$ cat src/rtl/seg_scan_pkg.sv
// Shared types, segment table and scan helpers for the seven-segment scan controller.
package seg_scan_pkg;

  typedef enum logic [1:0] {
    S_IDLE  = 2'd0,
    S_BLANK = 2'd1,
    S_SHOW  = 2'd2
  } state_t;

  // Active-high segment patterns, bit 0 = a ... bit 6 = g.
  localparam logic [6:0] SEG_OFF = 7'h00;
  localparam logic [6:0] SEG_HEX [16] = '{
    7'h3F, 7'h06, 7'h5B, 7'h4F, 7'h66, 7'h6D, 7'h7D, 7'h07,
    7'h7F, 7'h6F, 7'h77, 7'h7C, 7'h39, 7'h5E, 7'h79, 7'h71
  };

  // Nearest set bit strictly above cur, wrapping through 0; cur itself only if it is the sole set bit.
  function automatic int unsigned next_set_bit(input logic [15:0] mask,
                                               input int unsigned cur,
                                               input int unsigned width);
    int unsigned pos;
    next_set_bit = cur;
    for (int unsigned k = width; k >= 1; k--) begin
      pos = cur + k;
      if (pos >= width) pos = pos - width;
      if (mask[pos[3:0]]) next_set_bit = pos;
    end
  endfunction

endpackage

$ cat src/rtl/hex_to_7seg.sv
// Combinational hex digit to seven-segment decoder (active-high segments).
module hex_to_7seg
  import seg_scan_pkg::*;
(
  input  logic [3:0] val,
  output logic [6:0] seg
);

  assign seg = SEG_HEX[val];

endmodule

$ cat src/rtl/seg_scan_ctrl.sv
// Multiplexed seven-segment scan controller with per-slot anti-ghosting blank.
// Optional leading-zero blanking is built when SEG_SCAN_LZB_EN is defined.
module seg_scan_ctrl
  import seg_scan_pkg::*;
#(
  parameter int N_DIGITS   = 8,
  parameter int DIV        = 100000,
  parameter int BLANK_CYC  = 1000,
  parameter bit ACTIVE_LOW = 1'b0
) (
  input  logic                        clk,
  input  logic                        rst,
  input  logic                        en,
  input  logic [N_DIGITS-1:0]         digit_mask,
  input  logic [4*N_DIGITS-1:0]       val_in,
  input  logic [N_DIGITS-1:0]         dp_in,
  output logic [N_DIGITS-1:0]         digit_sel,
  output logic [6:0]                  seg,
  output logic                        dp,
  output logic [$clog2(N_DIGITS)-1:0] scan_idx,
  output logic                        frame_tick
);

  localparam int IDX_W = $clog2(N_DIGITS);
  localparam int CNT_W = $clog2(DIV);
  localparam logic [CNT_W-1:0]    LAST_C  = CNT_W'(DIV - 1);
  localparam logic [CNT_W-1:0]    BLANK_C = CNT_W'(BLANK_CYC);
  localparam logic [N_DIGITS-1:0] ONE     = N_DIGITS'(1);
  localparam state_t SLOT_START = (BLANK_CYC == 0) ? S_SHOW : S_BLANK;

  state_t               state;
  logic [CNT_W-1:0]     cnt;
  logic [CNT_W-1:0]     cnt_inc;
  logic [IDX_W-1:0]     nxt_idx;
  logic                 run;
  logic                 show;
  logic                 lz_blank;
  logic [3:0]           cur_val;
  logic                 cur_dp;
  logic [6:0]           dec_seg;
  logic [N_DIGITS-1:0]  sel_r;
  logic [6:0]           seg_r;
  logic                 dp_r;

  assign run     = en && (digit_mask != '0);
  assign cnt_inc = cnt + 1'b1;
  assign nxt_idx = IDX_W'(next_set_bit(16'(digit_mask), 32'(scan_idx), N_DIGITS));
  assign cur_val = val_in[{scan_idx, 2'b00} +: 4];
  assign cur_dp  = dp_in[scan_idx];
  // Live mask and enable gate the drive so a cleared digit goes dark on the next cycle.
  assign show    = run && (state == S_SHOW) && digit_mask[scan_idx];

  hex_to_7seg u_dec (
    .val (cur_val),
    .seg (dec_seg)
  );

`ifdef SEG_SCAN_LZB_EN
  logic [N_DIGITS-1:0] nz;
  logic [N_DIGITS-1:0] nz_above;

  always_comb begin
    nz = '0;
    for (int unsigned i = 0; i < N_DIGITS; i++)
      nz[i] = digit_mask[i] && (val_in[4*i +: 4] != 4'h0);
  end

  always_comb begin
    nz_above = '0;
    for (int unsigned i = 0; i < N_DIGITS; i++)
      for (int unsigned j = i + 1; j < N_DIGITS; j++)
        nz_above[i] = nz_above[i] | nz[j];
  end

  assign lz_blank = (scan_idx != '0) && (cur_val == 4'h0) && !cur_dp && !nz_above[scan_idx];
`else
  assign lz_blank = 1'b0;
`endif

  always_ff @(posedge clk or posedge rst) begin
    if (rst) begin
      state      <= S_IDLE;
      cnt        <= '0;
      scan_idx   <= '0;
      frame_tick <= 1'b0;
      sel_r      <= '0;
      seg_r      <= SEG_OFF;
      dp_r       <= 1'b0;
    end else begin
      frame_tick <= 1'b0;
      sel_r      <= show ? (ONE << scan_idx) : '0;
      seg_r      <= (show && !lz_blank) ? dec_seg : SEG_OFF;
      dp_r       <= show && cur_dp;
      if (!run) begin
        state <= S_IDLE;
        cnt   <= '0;
      end else if (state == S_IDLE) begin
        state <= SLOT_START;
        cnt   <= '0;
        // Realign to an enabled digit when the held index is masked off.
        if (!digit_mask[scan_idx]) begin
          scan_idx   <= nxt_idx;
          frame_tick <= (nxt_idx <= scan_idx);
        end
      end else if (cnt == LAST_C) begin
        state      <= SLOT_START;
        cnt        <= '0;
        scan_idx   <= nxt_idx;
        frame_tick <= (nxt_idx <= scan_idx);
      end else begin
        state <= (cnt_inc < BLANK_C) ? S_BLANK : S_SHOW;
        cnt   <= cnt_inc;
      end
    end
  end

  assign digit_sel = sel_r ^ {N_DIGITS{ACTIVE_LOW}};
  assign seg       = seg_r ^ {7{ACTIVE_LOW}};
  assign dp        = dp_r ^ ACTIVE_LOW;

endmodule

$ cat config.mk
export PLATFORM = sky130hd
export DESIGN_NAME = seg_scan_ctrl
export DESIGN_NICKNAME = d
export VERILOG_FILES = /design/src/rtl/seg_scan_pkg.sv /design/src/rtl/hex_to_7seg.sv /design/src/rtl/seg_scan_ctrl.sv
export SDC_FILE = /design/constraint.sdc
export NUM_CORES = 1
export LEC_CHECK = 0
export BUFFER_PORTS_ARGS = -buffer_cell sky130_fd_sc_hd__buf_4
export CAP_MARGIN = 20
export CORE_MARGIN = 5
export CORE_UTILIZATION = 40
export CTS_CLUSTER_SIZE = 20
export DETAILED_ROUTE_END_ITERATION = 16
export PLACE_DENSITY = 0.62
export RECOVER_POWER = 100
export SLEW_MARGIN = 20
export SYNTH_ARGS = -nofsm -noshare
export SYNTH_HDL_FRONTEND = slang
export SYNTH_SLANG_ARGS = --single-unit
$ cat constraint.sdc
create_clock -name clk -period 5.1 [get_ports clk]
set_clock_uncertainty 0.2 [all_clocks]
set_input_delay 1.53 -clock clk [delete_from_list [all_inputs] [get_ports clk]]
set_output_delay 1.53 -clock clk [all_outputs]
set_load 0.1 [all_outputs]
==> results.yml <==
die:
  core_sq_mm: 0.00818
  ios: 71
  initial_utilization_pct: 40.8
  core.rowCount: 33
  die_w_um: 101
  die_y_um: 101
  die-area_sq_mm: 0.0103
timing:
  max_slew.worst_pin.slew_ns: 2.07
  slew_headroom_pct: -37.8
  finalHoldViolCount: 0
  period_needed_ns: 3.97
  slew_violations: 40
  setup_violations: 0
  setup-tns-final_ns: 0
  fmax_mhz: 252
  fin_crit_sh_pct: 77.8
  rsz0062_at_grt: "no"
  worst_slack_ns: 1.13
yosys:
  synth-xor-area-share_pct: 4.73
  yosysUniqueCellTypes: 53
  synth_cells: 335
  synth_compound_area_share_pct: 10.4
  yosys_warnings: 0
  synth_common_cells: "39 x dfrtp_1, 33 x nor2_1, 23 x mux4_2"
  yosysSeqAreaShare_pct: 29.3
  synth_top_area_share_pct: 29.3
  muxShareOfSynthArea_pct: 24.4
  avgSynthCellArea_sq_um: 9.95
  synth_most_common_cell: "dfrtp_1"
  async_reset_ff_share_pct: 100
  synth_top_family_by_area: "multiplexers"
  ys_ff_latch: 39
  syn_area_sq_mm: 0.00333
  synthTopCellsByArea: "dfrtp_1 29%, mux4_2 16%, ha_1 6.8%"
  ys.flop_type: "dfrtp_1"
  synth_fp_nets: 404
  yosys.area_share.adder_pct: 6.76
  yosys.area.top_type: "dfrtp_1"
  synth_edf_count: 0
  yosys.area_share.simple_pct: 18.7
critical_path:
  r2r_start: "scan_idx[2]$_DFFE_PP0P_"
  crit_required_ns: 5.13
  r2r_setup_slack_ns: 1.13
  crit_path_end_kind: "register"
  reg2reg_depth: 13
  critical_path.max_fanout: 14
  start_kind: "register"
  cp.arrival_ns: 4.00
  r2r-end: "frame_tick$_DFF_PP0_"
  worstSetupPathType: "reg2reg"
global_route:
  antenna_found_initial: 0
  grt_use_total_pct: 15.6
  grt_max_degree: 40
  grt-ovfl-total: 0
  grt_pass1_wl_mm: 13.2
  grt_pass1_vias: 2781
pwr:
  clkPwrFrac_pct: 12.5
  p_leak_nw: 1.70
  peakVddDrop_v: 0.000365
  switchingPower_mw: 1.02
  p_int_mw: 1.19
  pwr-share-seq_pct: 15.9
  p_per_area_mw_per_mm2: 563
  p_comb_share_pct: 71.6
  sw_frac_of_total_pct: 46.2
clock_network:
  cts.sinks: 39
  htree_num_levels: 2
  root_buffer: "clkbuf_8"
  cts_tree: "yes"
  ctsResizeCount: 0
  cts_setup_buffers: 0
  clk_transition_reported_paths_ns: 0.08
  cts_buffers: 5
  clkLatencyLatePin_ns: 0.29
  clk_path_buf_depth: 2
  cts_hold_buf: 0
place:
  place_ws_ns: 1.09
  finalWeightedCongestion: 0.904
  port_buffers: 70
  place.detailed.hpwl_mm: 5.80
routing:
  vias: 2729
  first_iter_violations: 166
  wl_per_cell_um: 15.1
  vias_per_cell: 5.47
  wirelength_mm: 7.54
  ant_nets: 0
  drc: 0
  drtPass1Iterations: 4
finish:
  drive_above_1_share_pct: 23.6
  fin_nets: 462
  syn_to_final_growth_pct: 17.4
  diodes: 0
min_path:
  holdPathStages: 1
  holdPathEnd: "cnt[0]$_DFF_PP0_"
  hp-start: "cnt[0]$_DFF_PP0_"
  hold_class: "reg2reg"
run_status:
  status: "complete, but fails checks"
  violations: "max-capacitance violations, max-slew violations"
flow_run:
  cap_violations: 1
-- per-layer routing --
metal	share of wire, %	routed length, um	global-route usage (%)	vias up
li1	-	-	-	1339
met1	44	3340	20.5	1295
met2	49	3720	26.8	90
met3	5.6	419	2.75	5
met4	0.78	59	3.58	0
met5	0	0	0	-
-- cell families after synthesis --
| logic type | after synthesis |
|---|---|
| buf+inv | 40 |
| fa+ha+maj | 18 |
| compound gates | 53 |
| xor+xnor | 18 |
| simple gates | 117 |
| flops | 39 |
| mux | 50 |
-- area by class of cell --
class / instances / area, sq um
clock buffers: 6 / 82.6
clock inverters: 2 / 38.8
fillers: 808 / 4260
inverters: 18 / 67.6
multi-input cells: 256 / 2150
flip-flops and latches: 39 / 976
well taps: 105 / 131
repair buffers: 73 / 469
-- through the flow --
step	utilization, %	hold slack (ns)	area, sq um	total power [mW]	cells
5_1_grt	47.9	0.337	3910	2.41	499
4_1_cts	49.1	0.313	4010	2.23	499
6_report	47.9	0.310	3910	2.20	499
3_5_place_dp	47.6	0.297	3890	1.94	491
3_3_place_gp	47.6	0.271	3890	1.93	491
2_1_floorplan	-	0.255	3330	1.69	335
-- worst max-delay path, stage by stage (launching register included) --
cell,delay [ns]
dfrtp_1,0.66
inv_1,0.34
ha_1,0.56
mux4_2,0.55
mux2i_1,0.25
o2111ai_1,0.16
a31oi_1,0.18
and2_1,0.14
o21ai_0,0.09
ha_1,0.30
a21o_1,0.17
a21oi_1,0.15
a31oi_1,0.05
nor2b_1,0.10
-- worst max-delay path by stage --
stage,startpoint,endpoint,slack (ns)
2_1_floorplan,scan_idx[0]$_DFFE_PP0P_,frame_tick$_DFF_PP0_,0.54
3_3_place_gp,digit_mask[2],frame_tick$_DFF_PP0_,1.13
3_5_place_dp,digit_mask[5],frame_tick$_DFF_PP0_,1.09
4_1_cts,scan_idx[2]$_DFFE_PP0P_,frame_tick$_DFF_PP0_,1.25
5_1_grt,scan_idx[2]$_DFFE_PP0P_,frame_tick$_DFF_PP0_,0.74
6_report,scan_idx[2]$_DFFE_PP0P_,frame_tick$_DFF_PP0_,1.13
-- cells in the final DEF (no fill, tap or decap), types with 6 or more instances in the layout --
| cell type | n |
|---|---|
| mux2i_1 | 21 |
| buf_4 | 50 |
| nor2_1 | 33 |
| ha_1 | 18 |
| a31oi_1 | 7 |
| nand2b_1 | 8 |
| a21oi_1 | 11 |
| o21ai_0 | 12 |
| clkbuf_1 | 21 |
| nand2_1 | 18 |
| nand3_1 | 12 |
| dfrtp_1 | 39 |
| clkbuf_8 | 6 |
| inv_1 | 17 |
| mux4_2 | 23 |
| nor2b_1 | 6 |
| xnor2_1 | 13 |
-- state kept, by name, summed over array words and instances, names as in the netlist --
name,flops
cnt,17
digit_sel,8
dp,1
frame_tick,1
scan_idx,3
seg,7
state,2
-- power by group through the flow --
stage	Combinational (mW)	Clock [mW]	Sequential [mW]
floorplan	1.24	0	0.452
global placement	1.57	0	0.356
detailed placement	1.59	0	0.357
CTS	1.59	0.284	0.351
global route	1.76	0.298	0.354
finish	1.58	0.276	0.349
(Power assumes the default switching activity.)
